`src/rtl/uart_tx_scheduler_if.sv`:
```
// uart_tx_scheduler_if
//   Link between the TX scheduler and the transmit side of uart_top.
//   master : scheduler side (drives tx_en / tx_data, watches tx_busy / tx_done)
//   slave  : uart_top side  (receives tx_en / tx_data, reports tx_busy / tx_done)
// Signals
//   tx_en    1-cycle launch strobe for one frame
//   tx_data  byte to send; held stable by the master until the frame ends
//   tx_busy  high while the UART is shifting a frame
//   tx_done  1-cycle pulse when the frame has been fully sent
interface uart_tx_scheduler_if #(
  parameter int DATA_W = 8
);
  logic              tx_en;
  logic [DATA_W-1:0] tx_data;
  logic              tx_busy;
  logic              tx_done;

  modport master (output tx_en, output tx_data, input tx_busy, input tx_done);
  modport slave  (input tx_en, input tx_data, output tx_busy, output tx_done);
endinterface

```
`src/rtl/uart_tx_scheduler.sv`:
```
// uart_tx_scheduler
//   Shares one UART transmitter among NUM_REQ byte requesters with round-robin
//   arbitration. The winner's byte is latched, launched with a single tx_en
//   cycle, and the frame is tracked until tx_done. A watchdog aborts a frame
//   whose tx_done never arrives so a dead UART cannot stall the requesters.
// Ports
//   clk          system clock, rising edge
//   rst          asynchronous active-low reset
//   req          per-requester request level, held until ack
//   req_data     flattened bytes, requester i at [i*DATA_W +: DATA_W]
//   ack          1-cycle one-hot pulse: requester's byte taken and launched
//   done         1-cycle one-hot pulse: requester's frame completed
//   timeout_err  1-cycle pulse: watchdog aborted the current frame
//   owner        index of the current or last granted requester
//   sched_busy   high whenever the scheduler is not idle
//   uart         master side of the link to uart_top (tx_en/tx_data/tx_busy/tx_done)
module uart_tx_scheduler #(
  parameter int NUM_REQ   = 4,
  parameter int DATA_W    = 8,
  parameter int TIMEOUT_W = 18,
  parameter int TIMEOUT   = 200000
) (
  input  logic                         clk,
  input  logic                         rst,
  input  logic [NUM_REQ-1:0]           req,
  input  logic [NUM_REQ*DATA_W-1:0]    req_data,
  output logic [NUM_REQ-1:0]           ack,
  output logic [NUM_REQ-1:0]           done,
  output logic                         timeout_err,
  output logic [$clog2(NUM_REQ)-1:0]   owner,
  output logic                         sched_busy,
  uart_tx_scheduler_if.master          uart
);

  localparam int IDX_W = $clog2(NUM_REQ);

  typedef enum logic [1:0] {
    IDLE      = 2'd0,
    ISSUE     = 2'd1,
    WAIT_DONE = 2'd2
  } state_e;

  state_e               state;
  logic [IDX_W-1:0]     rr_ptr;
  logic [TIMEOUT_W-1:0] watchdog;
  logic                 tx_en_q;
  logic [DATA_W-1:0]    tx_data_q;
  logic [NUM_REQ-1:0]   ack_q;

  logic [DATA_W-1:0]    req_bytes [NUM_REQ];
  logic [IDX_W-1:0]     winner;
  logic [IDX_W-1:0]     next_ptr;
  logic [NUM_REQ-1:0]   owner_onehot;
  logic                 wd_terminal;

  for (genvar i = 0; i < NUM_REQ; i++) begin : g_unpack
    assign req_bytes[i] = req_data[i*DATA_W +: DATA_W];
  end

  // First set request at or after ptr, wrapping. Scanning from the far end
  // lets the last hit (the nearest one to ptr) win.
  function automatic logic [IDX_W-1:0] rr_pick(input logic [NUM_REQ-1:0] r,
                                               input logic [IDX_W-1:0]   ptr);
    logic [IDX_W-1:0] win;
    logic [IDX_W-1:0] cand;
    int               idx;
    // NOTE: every variable gets a value before any conditional update, so no
    // path leaves it holding a stale value (which would infer a latch).
    win = ptr;
    for (int k = NUM_REQ - 1; k >= 0; k--) begin
      idx = int'(ptr) + k;
      if (idx >= NUM_REQ) idx = idx - NUM_REQ;
      cand = IDX_W'(idx);
      if (r[cand]) win = cand;
    end
    return win;
  endfunction

  assign winner       = rr_pick(req, rr_ptr);
  assign next_ptr     = (owner == IDX_W'(NUM_REQ - 1)) ? '0 : owner + 1'b1;
  assign owner_onehot = {{(NUM_REQ-1){1'b0}}, 1'b1} << owner;
  assign wd_terminal  = (watchdog == TIMEOUT_W'(TIMEOUT - 1));

  // done / timeout_err are decoded in the very cycle tx_done (or the watchdog
  // terminal count) is seen, so the requester learns of completion without an
  // extra register stage. Both are gated by WAIT_DONE, so a stray tx_done in
  // any other state, or an asynchronous reset, forces them to 0.
  assign done        = (state == WAIT_DONE && uart.tx_done) ? owner_onehot : '0;
  assign timeout_err = (state == WAIT_DONE) && !uart.tx_done && wd_terminal;
  assign sched_busy  = (state != IDLE);

  assign ack          = ack_q;
  assign uart.tx_en   = tx_en_q;
  assign uart.tx_data = tx_data_q;

  // NOTE: sequential state uses non-blocking assignments so every register
  // samples pre-edge values, independent of statement or block ordering.
  always_ff @(posedge clk or negedge rst) begin
    if (!rst) begin
      state     <= IDLE;
      rr_ptr    <= '0;
      owner     <= '0;
      watchdog  <= '0;
      tx_en_q   <= 1'b0;
      tx_data_q <= '0;
      ack_q     <= '0;
    end else begin
      tx_en_q <= 1'b0;
      ack_q   <= '0;
      unique case (state)
        IDLE: begin
          // The tx_busy guard also covers a reset released while uart_top is
          // still shifting a frame launched before the reset.
          if (|req && !uart.tx_busy) begin
            owner     <= winner;
            tx_data_q <= req_bytes[winner];
            tx_en_q   <= 1'b1;
            ack_q     <= {{(NUM_REQ-1){1'b0}}, 1'b1} << winner;
            state     <= ISSUE;
          end
        end
        ISSUE: begin
          watchdog <= '0;
          state    <= WAIT_DONE;
        end
        WAIT_DONE: begin
          watchdog <= watchdog + 1'b1;
          // tx_done and the terminal count in the same cycle both end the
          // frame here; the timeout_err decode already lets tx_done win.
          if (uart.tx_done || wd_terminal) begin
            rr_ptr <= next_ptr;
            state  <= IDLE;
          end
        end
        default: state <= IDLE;
      endcase
    end
  end

endmodule

```
`src/flat_wrapper.sv`:
```
// flat-port wrapper written by rule: the top's interface ports become plain ports
module uart_tx_scheduler_flat 
#(
  parameter int NUM_REQ   = 4,
  parameter int DATA_W    = 8,
  parameter int TIMEOUT_W = 18,
  parameter int TIMEOUT   = 200000
)
  (clk, rst, req, req_data, ack, done, timeout_err, owner, sched_busy, uart_tx_en, uart_tx_data, uart_tx_busy, uart_tx_done);
  uart_tx_scheduler_if #(.DATA_W(DATA_W)) uart_i ();
  input  logic clk;
  input  logic rst;
  input  logic [NUM_REQ-1:0] req;
  input  logic [NUM_REQ*DATA_W-1:0] req_data;
  output logic [NUM_REQ-1:0] ack;
  output logic [NUM_REQ-1:0] done;
  output logic timeout_err;
  output logic [$clog2(NUM_REQ)-1:0] owner;
  output logic sched_busy;
  output wire logic [$bits(uart_i.tx_en)-1:0] uart_tx_en;
  output wire logic [$bits(uart_i.tx_data)-1:0] uart_tx_data;
  input wire logic [$bits(uart_i.tx_busy)-1:0] uart_tx_busy;
  input wire logic [$bits(uart_i.tx_done)-1:0] uart_tx_done;
  assign uart_tx_en = uart_i.tx_en;
  assign uart_tx_data = uart_i.tx_data;
  assign uart_i.tx_busy = uart_tx_busy;
  assign uart_i.tx_done = uart_tx_done;
  uart_tx_scheduler #(.NUM_REQ(NUM_REQ), .DATA_W(DATA_W), .TIMEOUT_W(TIMEOUT_W), .TIMEOUT(TIMEOUT)) u_core (.clk(clk), .rst(rst), .req(req), .req_data(req_data), .ack(ack), .done(done), .timeout_err(timeout_err), .owner(owner), .sched_busy(sched_busy), .uart(uart_i));
endmodule
```
`config.mk`:
```
export PLATFORM = sky130hd
export DESIGN_NAME = uart_tx_scheduler_flat
export DESIGN_NICKNAME = d
export VERILOG_FILES = /design/src/rtl/uart_tx_scheduler_if.sv /design/src/rtl/uart_tx_scheduler.sv /design/src/flat_wrapper.sv
export SDC_FILE = /design/constraint.sdc
export NUM_CORES = 1
export LEC_CHECK = 0
export ABC_CLOCK_PERIOD_IN_PS = 2200
export CAP_MARGIN = 25
export CORE_ASPECT_RATIO = 1.5
export CORE_MARGIN = 5
export CORE_UTILIZATION = 47
export CTS_CLUSTER_SIZE = 40
export DETAILED_ROUTE_END_ITERATION = 6
export HOLD_SLACK_MARGIN = 0.06
export PLACE_DENSITY = 0.81
export SLEW_MARGIN = 20
export SYNTH_ARGS = -nofsm -noshare
export SYNTH_HDL_FRONTEND = slang
export SYNTH_SLANG_ARGS = --single-unit
```
`constraint.sdc`:
```
create_clock -name clk -period 2.2 [get_ports clk]
set_input_delay 0.44 -clock clk [delete_from_list [all_inputs] [get_ports clk]]
set_output_delay 0.44 -clock clk [all_outputs]
set_load 0.02 [all_outputs]
```
# Word-level counts from Yosys, hierarchy flattened
# Index checks and enable logic that the tools add are counted.
totals:
  regBits: 37
op_classes:
  eq_ne: 6
  n_shift: 2
  mux: 29
  addsub: 9
  n_reduce_logical: 14
  bitwise: 1
  magnitude_cmp: 9
op_table:
  columns: ["cell", "count"]
  rows:
  - ["18-bit one-hot mux with 2 select lines", 1]
  - ["2-bit 2-to-1 mux", 11]
  - ["18-bit by 1-bit adder with 18-bit output, second input constant", 1]
  - ["18-bit == test, second input constant", 1]
  - ["8-bit binary-select mux with 2-bit select", 1]
  - ["8-bit 2-to-1 mux", 2]
  - ["3-bit greater-or-equal comparator, second input constant", 4]
  - ["2-bit by 3-bit less-than comparator with 1-bit output, second input constant", 4]
  - ["4-bit 2-to-1 mux", 3]
  - ["1-bit binary-select mux with 2-bit select", 4]
  - ["1-bit by 2-bit << shifter with 4-bit output, first input constant", 2]
  - ["2-bit by 1-bit subtractor with 2-bit output, second input constant", 4]
  - ["2-bit by 2-bit adder with 3-bit output, second input constant", 2]
  - ["1-bit 2-to-1 mux", 6]
  - ["2-bit one-hot mux with 3 select lines", 1]
  - ["2-bit AND reduction", 3]
  - ["2-bit == test, second input constant", 2]
  - ["1-bit logical AND", 4]
  - ["2-bit nonzero test", 2]
  - ["4-bit OR reduction", 1]
  - ["2-bit by 1-bit adder with 3-bit output, second input constant", 1]
  - ["2-bit by 3-bit greater-or-equal comparator with 1-bit output, second input constant", 1]
  - ["2-bit inverter with 3-bit output", 1]
  - ["2-bit by 1-bit adder with 2-bit output, second input constant", 1]
  - ["6 further kinds", 7]

# Longest topological paths before layout
# Gate-level depths: netlist of the first run.
depth:
  depth_word: 13
  mapped_depth: 8

# Worst setup path before layout of the first run
# No wires, ideal clock.
synth_timing:
  path_kind: "flip-flop to flip-flop"
  startpoint: "register u_core.state[0]"
  endpoint: "register u_core.watchdog[17]"
  setup_ps: 132
  arrival_time_ps: 1797
  path_stages_with_launch: 9
  slack_ps: 271
  n_path_buf: 1
  required_time_ps: 2068
  cell_sequence: "dfrtp_1 > inv_1 > ha_1 > and3_2 > or3b_1 > buf_6 > nor4_4 > xnor2_1 > nor2_1"
synth_via:
  elab_chain_cells: 2
  elab_cells_between_ends: 4
synth_lines:
  columns: ["item", "line", "source"]
  rows:
  - ["start: declaration", "uart_tx_scheduler.sv:43", "state_e state;"]
  - ["start signal: assignment", "uart_tx_scheduler.sv:100", "state <= IDLE;"]
  - ["start signal: assignment", "uart_tx_scheduler.sv:119", "state <= ISSUE;"]
  - ["start signal: assignment", "uart_tx_scheduler.sv:124", "state <= WAIT_DONE;"]
  - ["2-bit == test or 2-bit by 1-bit == test with 1-bit output (tied branches)", "uart_tx_scheduler.sv:110", "unique case (state)"]
  - ["18-bit one-hot mux with 2 select lines or 2-bit nonzero test (tied branches)", null, null]
  - ["end signal: assignment", "uart_tx_scheduler.sv:127", "watchdog <= watchdog + 1'b1;"]
  - ["end: declaration", "uart_tx_scheduler.sv:45", "logic [TIMEOUT_W-1:0] watchdog;"]
# Several ways; a longest one is shown, not always the timed one.
# A chain may end at the register's enable or synchronous reset.

# Final worst setup path of the first run
layout_timing:
  startpoint: "register u_core.watchdog[15]"
  endpoint: "output port timeout_err"
layout_via:
  elab_chain_cells: 2
layout_lines:
  columns: ["item", "line", "source"]
  rows:
  - ["18-bit == test", "uart_tx_scheduler.sv:82", "assign wd_terminal = (watchdog == TIMEOUT_W'(TIMEOUT - 1));"]
  - ["1-bit logical AND", "uart_tx_scheduler.sv:89", "assign timeout_err = (state == WAIT_DONE) && !uart.tx_done && wd_terminal;"]
  - ["end: declaration", "flat_wrapper.sv:17", "output logic timeout_err;"]
# No other way between the ends.

==> reports/metrics.cfg, run 1 <==
[outcome]
status = completed

[synthesis]
synth_nets = 264
yosys_warnings = 0
synth-edff-count = 0
synth_area_per_cell_um2 = 9.616
synth_cell_type_count = 35
yosysTopAreaCell = dfrtp_1
async_flop_share = 1.000
yosysTopAreaCellShare = 0.4458
netlist_instances = 216
yosys-top-cells-area = dfrtp_1 45%, mux2i_1 7.7%, ha_1 4.8%
syn_area_mm2 = 0.002077
ys_ff_latch = 37
synth_ff_type = dfrtp_1
yosysSeqAreaShare = 0.4458

[placed_design]
place_area_mm2 = 0.002950
portBuffers = 60
dp_worst_setup_slack_ns = -0.1646
dpl.cell_count = 345
gp_congestion = 0.8045
dpl.hpwl_um = 3934

[hold_path]
hp-class = in -> async

[die]
initial_utilization = 0.4892
io_pins = 61
rows = 29
die_y_um = 91.42
dieArea_mm2 = 0.005876
fp.coreArea_mm2 = 0.004245
chipWidth_um = 64.28

[critical_path]
cp_slowest_stage_delay_ns = 0.39
crit_path_start_kind = register
criticalPathCategory = reg -> out
slowest_stage = dfrtp_1
end_kind = output port
worstPathArrival_ns = 1.68
crit_family = simple AND/OR/NAND/NOR gates
critPathRequiredTime_ns = 1.76
worstPathMaxFanout = 2
cp.depth = 5
cp_num_buf_inv = 1
reg2reg_depth = 8
critical_path.cell_chain = nor4_2 > nand3_1 > nor3_2 > and3_1 > buf_6

[sta]
maxSlewViolCount = 0
finalSetupViolations = 0
period_needed_ns = 2.122
layout_setup_ws_ns = 0.07791
max_freq_mhz = 471.2
fin_crit_sh = 0.9646
tightestPinTransition_ns = 0.8254
hold_violations = 0
max_slew_margin = 0.4498
tns_ns = 0
fin_skew_ns = 0.005333
rsz0062_at_grt = true
hold_slack_ns = 0.2339

[power_and_ir_drop]
switchingPower_mw = 1.067
seqPwrFrac = 0.337
p_int_mw = 1.755
powerDensity_mw_per_mm2 = 920.1
netSwitchingFraction = 0.3780
max-vdd-ir-drop_mv = 0.8084
p_leak_nw = 1.437
pwr-share-comb = 0.490
pwr-share-clk = 0.173

[cts]
cts_root_buffer = clkbuf_8
clk_latency_ns = 0.29
clk_pin_slew_ns = 0.07
numCtsBuffers = 5
clockBufferDepth = 2
cts_tree = yes
clock_sinks = 37
cts_max_level = 2

[finish]
final_cells = 353
diodes = 0
stdcell_area_mm2 = 0.003067
seq_area_um2 = 925.9
multi_input_area_mm2 = 0.001065
drive_gt1_frac = 0.1759
syn_to_final_growth_pct = 47.65
finalNetCount = 355
n_fill_cell = 324

[global_routing]
antenna_found_initial = 0
globalRouteOverflowTotal = 0
grt_pass1_wl_um = 8749
grt_pass1_vias = 1999
grt_max_degree = 38
grt_use_total = 0.1855

[detailed_routing]
via_per_inst = 5.419
route.detailed.drc = 0
postRouteAntennaNets = 0
drt-total-wl_um = 5042
drt_iter0_markers = 95
wl_per_cell_um = 14.28
drt_first_pass_iters = 4
detailroute.via_count = 1913

[run]
maxCapViolCount = 0

==> per-layer routing <==
layer	up-vias	routed length, um	global-route usage
met4	0	139	0.09508
met3	12	426	0.06914
met2	60	2612	0.3065
met1	899	1864	0.2033
li1	942	-	-
met5	-	0	0
==> layout make-up <==
cell class	instances	area share
Multi-Input combinational cell	155	0.3472
Sequential cell	37	0.3019
Timing Repair Buffer	91	0.2819
Clock buffer	6	0.02693
Inverter	17	0.02081
Tap cell	46	0.01877
Clock inverter	1	0.002448
==> power groups by stage <==
stage               logic [mW]  clock network [mW]  registers (mW)
finish                    1.38               0.490           0.950
global route              1.54               0.531           0.977
CTS                       1.40               0.508           0.949
detailed placement        1.39                   0           0.959
global placement          1.37                   0           0.949
floorplan                0.637                   0            1.07
==> placed cells by master (no fill, tap or decap), types with 2 or more instances in the layout <==
| master | count |
|---|---|
| inv_1 | 17 |
| and3_2 | 2 |
| nand3_1 | 7 |
| nand4_1 | 4 |
| a21oi_1 | 7 |
| xor2_1 | 5 |
| nor2_1 | 16 |
| mux2i_1 | 16 |
| and3_1 | 5 |
| dlygate4sd2_1 | 4 |
| nand2_1 | 25 |
| o21ai_0 | 18 |
| mux2_2 | 3 |
| o221ai_1 | 8 |
| clkdlybuf4s50_1 | 53 |
| buf_12 | 3 |
| xnor2_1 | 4 |
| clkbuf_8 | 6 |
| or3_2 | 2 |
| or3_1 | 3 |
| dfrtp_1 | 37 |
| buf_4 | 28 |
| ha_1 | 8 |
| nor2b_1 | 4 |
| nor3_1 | 5 |
==> worst register-to-register path: cells and delay by family, from the launching register on <==
family	cells	cell delay, ns
AND/OR/NAND/NOR	4	0.89
adder cells (fa/ha/maj)	1	0.29
flip-flops	1	0.38
XOR/XNOR	1	0.17
buffers and inverters	2	0.24
==> Yosys cell counts, types with 6 or more instances <==
master	n
a21oi_1	7
dfrtp_1	37
nor2_1	16
ha_1	8
mux2i_1	16
o221ai_1	8
inv_1	17
o21ai_0	18
nor3_1	6
nand2_1	25
nand3_1	7
==> cells by family after synthesis <==
| family | after synthesis | share of synthesized area |
|---|---|---|
| AND/OR/NAND/NOR | 83 | 0.2139 |
| flip-flops | 37 | 0.4458 |
| AO/OA/AOI/OAI | 36 | 0.1096 |
| buffers and inverters | 24 | 0.05120 |
| multiplexers | 19 | 0.09337 |
| XOR/XNOR | 9 | 0.03795 |
| adder cells (fa/ha/maj) | 8 | 0.04819 |
==> path summary, 6_finish.rpt <==
| path | from | to | slack [ns] |
|---|---|---|---|
| max reg2reg | u_core.state[0]$_DFFE_PN0P_ | u_core.watchdog[14]$_DFFE_PN0P_ | 0.12 |
| min | rst | u_core.watchdog[11]$_DFFE_PN0P_ | 0.23 |
| min in group clk | u_core.uart.tx_data[5]$_DFFE_PN0P_ | u_core.uart.tx_data[5]$_DFFE_PN0P_ | 0.50 |
| min reg2reg | u_core.uart.tx_data[5]$_DFFE_PN0P_ | u_core.uart.tx_data[5]$_DFFE_PN0P_ | 0.50 |
| max in group asynchronous | rst | u_core.watchdog[6]$_DFFE_PN0P_ | 1.43 |
| max | u_core.watchdog[15]$_DFFE_PN0P_ | timeout_err | 0.08 |
==> flip-flops by register name (all words and copies together) (netlist names) <==
signal and flops:
u_core.owner 2, u_core.ack 4, u_core.uart.tx_en 1, u_core.uart.tx_data 8, u_core.state 2, u_core.rr_ptr 2, u_core.watchdog 18
==> per-stage QoR <==
stage          power [mW]  utilization
4_1_cts             2.852       0.7182
6_report            2.822       0.7224
3_3_place_gp        2.321       0.6950
3_5_place_dp        2.350       0.6950
2_1_floorplan       1.706            -
5_1_grt             3.049       0.7224
==> timing repair <==
| item | 4_1_cts | 5_1_grt |
|---|---|---|
| pin swaps | 2 | 1 |
| gates cloned | 0 | 0 |
| setup buffers | 1 | 0 |
| endpoints found under the setup margin | 5 | 5 |
| hold buffers | 0 | 0 |
| gates resized for setup | 10 | 5 |
(Power assumes the default switching activity.)
==> run 2: changes to the inputs <==
- ABC_CLOCK_PERIOD_IN_PS: 2200 -> 2300
- SKIP_CTS_REPAIR_TIMING: default -> 1
- clock period: 2.2 -> 2.3 ns (I/O delays scaled with it)
==> run 2 against run 1 <==
Compared with the run above: clock skew shrank 0.0013 ns; first-iteration DRC count shrank 41%; sequential cell count is the same.
==> reports/metrics.cfg, run 2 (same netlist as run 1, synthesis figures left out) <==
[sta]
layout_setup_ws_ns = 0.09283  ; was 0.07791 ns
rsz0062_at_grt = true  ; unchanged
finalSetupViolations = 0  ; unchanged
hold_violations = 0  ; unchanged
hold_slack_ns = 0.2677  ; was 0.2339 ns
tightestPinTransition_ns = 0.8181  ; was 0.8254 ns
maxSlewViolCount = 0  ; unchanged
max_freq_mhz = 453.1
period_needed_ns = 2.207
fin_crit_sh = 0.9596
fin_skew_ns = 0.004048  ; was 0.005333 ns
max_slew_margin = 0.4546  ; was 0.4498

[die]
die_y_um = 91.42  ; unchanged
dieArea_mm2 = 0.005876  ; unchanged
chipWidth_um = 64.28  ; unchanged
initial_utilization = 0.4892  ; unchanged
fp.coreArea_mm2 = 0.004245  ; unchanged
io_pins = 61  ; unchanged
rows = 29  ; unchanged

[finish]
regMostFlops = u_core.watchdog  ; unchanged
fin_util = 0.7109  ; was 0.7224
largest_reg_flops = 18  ; unchanged
final_common_cell = clkdlybuf4s50_1  ; unchanged
finalNetCount = 351  ; was 355
final_cells = 350  ; was 353
drive_gt1_frac = 0.1480  ; was 0.1759
layout_common_cells = 54 x clkdlybuf4s50_1, 37 x dfrtp_1, 25 x nand2_1, 24 x buf_4, 18 x o21ai_0  ; was 53 x clkdlybuf4s50_1, 37 x dfrtp_1, 28 x buf_4, 25 x nand2_1, 18 x o21ai_0
stdcell_area_mm2 = 0.003018  ; was 0.003067 mm^2
syn_to_final_growth_pct = 45.30  ; was 47.65%
diodes = 0  ; unchanged

[outcome]
status = completed  ; unchanged

[cts]
cts_root_buffer = clkbuf_8  ; unchanged
clk_pin_slew_ns = 0.07  ; about the same
clockBufferDepth = 2  ; unchanged
cts_tree = yes  ; unchanged
clock_sinks = 37  ; unchanged
numCtsBuffers = 5  ; unchanged
cts_max_level = 2  ; unchanged
clk_latency_ns = 0.28  ; was 0.29 ns

[detailed_routing]
postRouteAntennaNets = 0  ; unchanged
detailroute.via_count = 1869  ; was 1913
route.detailed.drc = 0  ; unchanged
drt-total-wl_um = 4826  ; was 5042 um
drt_first_pass_iters = 2  ; was 4
via_per_inst = 5.340  ; was 5.419
drt_iter0_markers = 56  ; was 95
wl_per_cell_um = 13.79  ; was 14.28 um

[critical_path]
critPathRequiredTime_ns = 1.84  ; was 1.76 ns
reg2reg_depth = 7  ; was 8
criticalPathCategory = reg -> out  ; unchanged
crit_path_start_kind = register  ; unchanged
worstPathArrival_ns = 1.75  ; was 1.68 ns
worstPathMaxFanout = 3  ; was 2
end_kind = output port  ; unchanged

[hold_path]
hp-class = in -> async  ; unchanged

[global_routing]
grt_max_degree = 38  ; unchanged
globalRouteOverflowTotal = 0  ; unchanged
antenna_found_initial = 0  ; unchanged
grt_pass1_vias = 1944  ; was 1999
grt_pass1_wl_um = 8231  ; was 8749 um
grt_use_total = 0.1725  ; was 0.1855

[power_and_ir_drop]
powerDensity_mw_per_mm2 = 882.6  ; was 920.1 mW/mm^2
p_leak_nw = 1.451  ; was 1.437 nW
max-vdd-ir-drop_mv = 0.6956  ; was 0.8084 mV

[placed_design]
place_area_mm2 = 0.002928  ; was 0.002950 mm^2
dpl.cell_count = 342  ; was 345
dp_worst_setup_slack_ns = -0.09862  ; was -0.1646 ns
gp_congestion = 0.7927  ; was 0.8045
portBuffers = 60  ; unchanged
dpl.hpwl_um = 3844  ; was 3934 um

[run]
maxCapViolCount = 0  ; unchanged

[run 2: critical path: stages (launching register included)]
cell      delay [ns]
dfrtp_1         0.40
nor4_1          0.27
nand3_1         0.19
nor3_2          0.26
and3_1          0.18
clkbuf_2        0.17
[run 2: path summary, 6_finish.rpt]
path / startpoint / endpoint / slack [ns]
min in group clk: u_core.uart.tx_data[1]$_DFFE_PN0P_ / u_core.uart.tx_data[1]$_DFFE_PN0P_ / 0.49
max: u_core.watchdog[12]$_DFFE_PN0P_ / timeout_err / 0.09
min reg2reg: u_core.uart.tx_data[1]$_DFFE_PN0P_ / u_core.uart.tx_data[1]$_DFFE_PN0P_ / 0.49
min: rst / u_core.watchdog[11]$_DFFE_PN0P_ / 0.27
max in group asynchronous: rst / u_core.rr_ptr[1]$_DFFE_PN0P_ / 1.51
max reg2reg: u_core.state[0]$_DFFE_PN0P_ / u_core.watchdog[17]$_DFFE_PN0P_ / 0.20
[run 2: area by class of cell]
cell class / count / area [um^2]
Timing Repair Buffer: 87 / 840.8
Clock buffer: 8 / 80.08
Inverter: 17 / 63.81
Fill cell: 313 / 1227
Sequential cell: 37 / 925.9
Tap cell: 46 / 57.56
Multi-Input combinational cell: 155 / 1050
[run 2: metrics by stage]
stage          power [mW]  setup TNS (ns)
3_3_place_gp        2.211         -0.2496
2_1_floorplan       1.632               0
3_5_place_dp        2.263         -0.6446
4_1_cts             2.699         -0.4038
5_1_grt             2.864        -0.01380
6_report            2.664               0
[run 2: report_power, final]
group          total, mW  switching [mW]  internal [mW]
clock network      0.429           0.214          0.215
logic               1.33           0.686          0.647
registers          0.901           0.102          0.799
total               2.66            1.00           1.66
[run 2: layer usage]
| layer | share of wire | wire length [um] | track usage | vias to the layer above |
|---|---|---|---|---|
| met4 | 0.029 | 139 | 0.08149 | 0 |
| met5 | 0 | 0 | 0 | - |
| met1 | 0.39 | 1865 | 0.1854 | 867 |
| li1 | - | - | - | 932 |
| met3 | 0.087 | 419 | 0.06914 | 13 |
| met2 | 0.50 | 2402 | 0.2890 | 57 |
==> run 3: changes to the inputs <==
- CORE_MARGIN: 5 -> 10
- GPL_ROUTABILITY_DRIVEN: default -> 0
==> run 3 against run 2 <==
Compared with the run above: sequential power barely moved; combinational power barely moved; final cell count shrank 0.57%; non-clock buffer count down 2; register-to-register slack is essentially flat; power is 0.12% lower; sequential cell count unchanged; worst setup slack lost 0.042 ns; die area up 28%; clock-buffer cell count down 2; largest cell class unchanged; clock power increased by 3%; critical endpoint unchanged; final area is 0.29% lower.
==> reports/metrics.cfg, run 3 (same netlist as run 1, synthesis figures left out) <==
[outcome]
status = completed  ; unchanged

[sta]
rsz0062_at_grt = true  ; unchanged
hold_slack_ns = 0.2592  ; was 0.2677 ns
maxSlewViolCount = 0  ; unchanged
fin_skew_ns = 0.004380  ; was 0.004048 ns
tightestPinTransition_ns = 0.8257  ; was 0.8181 ns
period_needed_ns = 2.249  ; was 2.207 ns
tns_ns = 0  ; unchanged
max_freq_mhz = 444.6  ; was 453.1 MHz
finalSetupViolations = 0  ; unchanged
layout_setup_ws_ns = 0.05085  ; was 0.09283 ns
max_slew_margin = 0.4495  ; was 0.4546
fin_crit_sh = 0.9779  ; was 0.9596
hold_violations = 0  ; unchanged

[detailed_routing]
postRouteAntennaNets = 0  ; unchanged
route.detailed.drc = 0  ; unchanged
wl_per_cell_um = 15.21  ; was 13.79 um
drt_iter0_markers = 105  ; was 56
detailroute.via_count = 1879  ; was 1869
drt-total-wl_um = 5292  ; was 4826 um
drt_first_pass_iters = 4  ; was 2
via_per_inst = 5.399  ; was 5.340

[power_and_ir_drop]
max-vdd-ir-drop_mv = 0.6665  ; was 0.6956 mV
powerDensity_mw_per_mm2 = 884.1  ; was 882.6 mW/mm^2
pwr-share-comb = 0.495  ; was 0.500
pwr-share-clk = 0.166  ; was 0.161
p_leak_nw = 1.459  ; was 1.451 nW
finalPower_mw = 2.660  ; was 2.664 mW
seqPwrFrac = 0.339  ; was 0.338
switchingPower_mw = 1.024  ; was 1.003 mW
p_int_mw = 1.637  ; was 1.661 mW
netSwitchingFraction = 0.3847  ; was 0.3765

[global_routing]
grt_pass1_vias = 2049  ; was 1944
grt_pass1_wl_um = 8901  ; was 8231 um
grt_use_total = 0.1475  ; was 0.1725
grt_max_degree = 38  ; unchanged
antenna_found_initial = 0  ; unchanged
globalRouteOverflowTotal = 0  ; unchanged

[cts]
clockBufferDepth = 2  ; unchanged
cts_tree = yes  ; unchanged
numCtsBuffers = 5  ; unchanged
clock_sinks = 37  ; unchanged
cts_max_level = 2  ; unchanged
cts_root_buffer = clkbuf_8  ; unchanged
clk_latency_ns = 0.29  ; was 0.28 ns
clk_pin_slew_ns = 0.07  ; about the same

[critical_path]
end_kind = output port  ; unchanged
worstPathArrival_ns = 1.79  ; was 1.75 ns
critPathRequiredTime_ns = 1.84  ; about the same
worstPathMaxFanout = 2  ; was 3
criticalPathCategory = reg -> out  ; unchanged
crit_path_start_kind = register  ; unchanged

[placed_design]
dpl.hpwl_um = 4244  ; was 3844 um
dp_worst_setup_slack_ns = -0.1459  ; was -0.09862 ns
portBuffers = 60  ; unchanged
dpl.cell_count = 340  ; was 342
place_area_mm2 = 0.002900  ; was 0.002928 mm^2

[finish]
layout_common_cells = 54 x clkdlybuf4s50_1, 37 x dfrtp_1, 25 x nand2_1, 23 x buf_4, 18 x o21ai_0  ; was 54 x clkdlybuf4s50_1, 37 x dfrtp_1, 25 x nand2_1, 24 x buf_4, 18 x o21ai_0
fin_util = 0.7088  ; was 0.7109
stdcell_area_mm2 = 0.003009  ; was 0.003018 mm^2
diodes = 0  ; unchanged
n_fill_cell = 324  ; was 313
drive_gt1_frac = 0.1523  ; was 0.1480
final_cells = 348  ; was 350
finalNetCount = 349  ; was 351
largest_reg_flops = 18  ; unchanged
syn_to_final_growth_pct = 44.88  ; was 45.30%
final_common_cell = clkdlybuf4s50_1  ; unchanged
regMostFlops = u_core.watchdog  ; unchanged

[die]
die_y_um = 101.4  ; was 91.42 um
chipWidth_um = 74.28  ; was 64.28 um
dieArea_mm2 = 0.007533  ; was 0.005876 mm^2
initial_utilization = 0.4892  ; unchanged
fp.coreArea_mm2 = 0.004245  ; unchanged
rows = 29  ; unchanged
io_pins = 61  ; unchanged

[run]
maxCapViolCount = 0  ; unchanged

[hold_path]
hp-class = in -> async  ; unchanged

[run 3: worst max-delay path: stages (launching register included)]
cell and delay, ns:
dfrtp_1 0.38, nor4_1 0.28, nand3_1 0.17, nor3_2 0.25
and3_1 0.19, dlymetal6s2s_1 0.23
[run 3: cell type report]
type	instances	area [um^2]	share of cell area
Multi-Input combinational cell	155	1059	0.3518
Sequential cell	37	925.9	0.3077
Timing Repair Buffer	85	820.8	0.2728
Clock buffer	6	72.57	0.02412
Inverter	17	63.81	0.02121
Tap cell	46	57.56	0.01913
Clock inverter	2	10.01	0.003326
[run 3: worst paths after layout]
check,startpoint,to,slack (ns),cells after the start
worst max-delay path,u_core.watchdog[15]$_DFFE_PN0P_,timeout_err,0.05,5
worst min-delay path,rst,u_core.watchdog[11]$_DFFE_PN0P_,0.26,1
worst max register to register,u_core.state[0]$_DFFE_PN0P_,u_core.watchdog[17]$_DFFE_PN0P_,0.19,7
worst min register to register,u_core.uart.tx_data[0]$_DFFE_PN0P_,u_core.uart.tx_data[0]$_DFFE_PN0P_,0.49,2
max in group asynchronous,rst,u_core.rr_ptr[0]$_DFFE_PN0P_,1.51,1
min in group clk,u_core.uart.tx_data[0]$_DFFE_PN0P_,u_core.uart.tx_data[0]$_DFFE_PN0P_,0.49,2
[run 3: metal layers]
metal  vias up  GRT usage  part of all wire
li1        930          -                 -
met1       876     0.1508              0.38
met2        64     0.2441              0.50
met3         9    0.08121             0.095
met4         0    0.05791             0.019
met5         -          0                 0
[run 3: power groups by stage]
| stage | logic [mW] | registers [mW] | clock network, mW |
|---|---|---|---|
| final | 1.32 | 0.902 | 0.441 |
| after global routing | 1.46 | 0.923 | 0.479 |
| after CTS | 1.33 | 0.903 | 0.453 |
| after detailed placement | 1.33 | 0.915 | 0 |
| after global placement | 1.30 | 0.902 | 0 |
| after floorplan | 0.610 | 1.02 | 0 |
==> variant: new RTL, flow settings as in run 1 <==
Reset style: synchronous (`rst`), changed in one clocked block. Comments in the files are not updated.
--- a/src/rtl/uart_tx_scheduler.sv
+++ b/src/rtl/uart_tx_scheduler.sv
@@ -97,3 +97,3 @@
   // samples pre-edge values, independent of statement or block ordering.
-  always_ff @(posedge clk or negedge rst) begin
+  always_ff @(posedge clk) begin
     if (!rst) begin
Formal check against the unedited RTL: differs if rst is asserted again (counterexample within 4 cycles, from zero or initial values and one cycle with rst low); with rst held inactive, the same outputs for 10 cycles.
==> variant against run 1 <==
- register-to-register slack improved by 210 ps
- highest routed layer unchanged
- routed wire length decreased by 7.7%
- worst setup slack improved by 34 ps
- critical endpoint is now sched_busy
- cell area decreased by 3.1%
- worst hold slack improved by 230 ps
- synthesized area decreased by 4.2%
- power decreased by 23%
- non-clock buffer count decreased by 4
- largest power group is now sequential cells
- sequential cell count unchanged
==> variant: results (changes against run 1) <==
* Run status: finished clean (unchanged)
* First DRT Iteration DRCs at 48 (was 95)
* Worst Skew at 6.301 ps (was 5.333 ps)
* Ratio of cells with drive above 1 in the final layout at 19.54% (was 17.59%)
* Hold WC Path Type: reg2reg (was in2async)
* Worst EP arrival at 1650 ps (was 1680 ps)
* HPWL Detailed at 3659 µm (was 3934 µm)
* GP Congestion at 0.7927 (was 0.8045)
* Buffers added on ports at 60 (unchanged)
* Fill cells at 323 (was 324)
* Worst VDD drop at 0.8288 mV (was 0.8084 mV)
* Lkg Pwr at 1.208 nW (was 1.437 nW)
* Initial antenna violation count at 0 (unchanged)
* Vias at 1788 (was 1913)
* Max FO, Critical Path at 3 (was 2)
* Async S/R FF share, synth at 0% (was 100.0%)
* Layout net count at 350 (was 355)
* Clock Tree Buf Depth at 2 (unchanged)
* ANT cells at 0 (unchanged)
* Placement Setup Slack at -58.34 ps (was -164.6 ps)
* Min Hold Slack at 467.7 ps (was 233.9 ps)
* Total track usage at 17.51% (was 18.55%)
* Largest net degree at the start of global routing at 21 (was 38)
* Sequential fraction of the synthesis area at 37.23% (was 44.58%)
* Hold Path Stages at 2
* Post-Syn Nets at 263 (was 264)
* Synth area leaders: dfxtp_1 37%, mux2i_1 12%, o221ai_2 6.0%, ha_1 5.7%, nand2_1 4.5% (was dfrtp_1 45%, mux2i_1 7.7%, ha_1 4.8%, nand2_1 4.5%, o21ai_0 4.3%)
* Synth unique cells at 42 (was 35)
* Worst-Skew Late Latency at between 200 and 300 ps
* R2R setup slack at 330 ps (was 120 ps)
* Routed wire length at 4654 µm (was 5042 µm)
* Top cell type's share of synthesized area at 37.23% (was 44.58%)
* FF-to-FF path depth at 7 (was 8)
* Reg-to-Reg Start: u_core.state[0]$_SDFFE_PN0P_ (was u_core.state[0]$_DFFE_PN0P_)
* Reg-to-Reg End: u_core.watchdog[14]$_SDFFE_PN0P_ (was u_core.watchdog[14]$_DFFE_PN0P_)
* Max incr delay on CP at 610 ps (was 390 ps)
* Slew margin rel. at 60.85% (was 44.98%)
* First-pass GRT wire length at 8024 µm (was 8749 µm)
* Commonest cells post-synth: 37 x dfxtp_1, 24 x nand2_1, 23 x mux2i_1, 23 x nor2_1, 12 x inv_1 (was 37 x dfrtp_1, 25 x nand2_1, 18 x o21ai_0, 17 x inv_1)
* Top delay family on crit path: buffers and inverters (was simple AND/OR/NAND/NOR gates)
* Slowest-stage cell, CP: clkdlybuf4s50_1 (was dfrtp_1)
## variant: worst min-delay path, cell delays in order (launching register included)
cell	delay (ps)
dfxtp_1	330
nand2_1	60
o221ai_2	50
## variant: what timing repair did
action | CTS | global route
cloned | 0 | 0
pin swaps | 0 | 1
setup buffers | 0 | 1
resized for setup | 10 | 4
endpoints found under the setup margin | 5 | 1
## variant: final cells by class
class / count / share of cell area (%)
Inverter: 13 / 1.641
Clock buffer: 7 / 2.904
Clock inverter: 1 / 1.010
Timing Repair Buffer: 87 / 27.53
Sequential cell: 37 / 24.92
Multi-Input combinational cell: 157 / 40.07
Tap cell: 46 / 1.936
## variant: power breakdown
group          switching [W]  internal (W)  leakage (nW)  total, W
clock network       0.000231      0.000369        0.0585  0.000600
logic               0.000384      0.000396         0.849  0.000779
registers          0.0000433      0.000743         0.300  0.000786
## variant: through the flow
step,setup TNS [ps],instances,instance area [µm²]
finish,0,348,2973
global route,0,348,2973
CTS,0,347,2939
detailed placement,-313.6,339,2830
global placement,-173.9,339,2830
floorplan,0,214,1989
## variant: worst max path at each step
stage	to	slack, ps	from	cells past startpoint
2_1_floorplan	timeout_err	280	u_core.watchdog[0]$_SDFFE_PN0P_	4
3_3_place_gp	timeout_err	-30	u_core.watchdog[0]$_SDFFE_PN0P_	5
3_5_place_dp	u_core.uart.tx_data[2]$_SDFFE_PN0P_	-60	req[1]	6
4_1_cts	timeout_err	80	u_core.watchdog[0]$_SDFFE_PN0P_	5
5_1_grt	sched_busy	30	u_core.state[0]$_SDFFE_PN0P_	4
6_report	sched_busy	110	u_core.state[0]$_SDFFE_PN0P_	4
## variant: logic make-up after synthesis
logic type               count (synthesis)  synth area share, %
AND/OR/NAND/NOR                         87                22.58
flip-flops                              37                37.23
AO/OA/AOI/OAI                           23                11.45
multiplexers                            23                11.57
buffers and inverters                   20                4.905
XOR/XNOR                                15                6.603
adder cells (fa/ha/maj)                  9                5.660
## variant: metal layers
layer / routed length, µm / global-route usage [%]
met1: 1855 / 17.92
met2: 2375 / 33.52
met3: 364 / 5.479
met4: 59 / 5.792
met5: 0 / 0
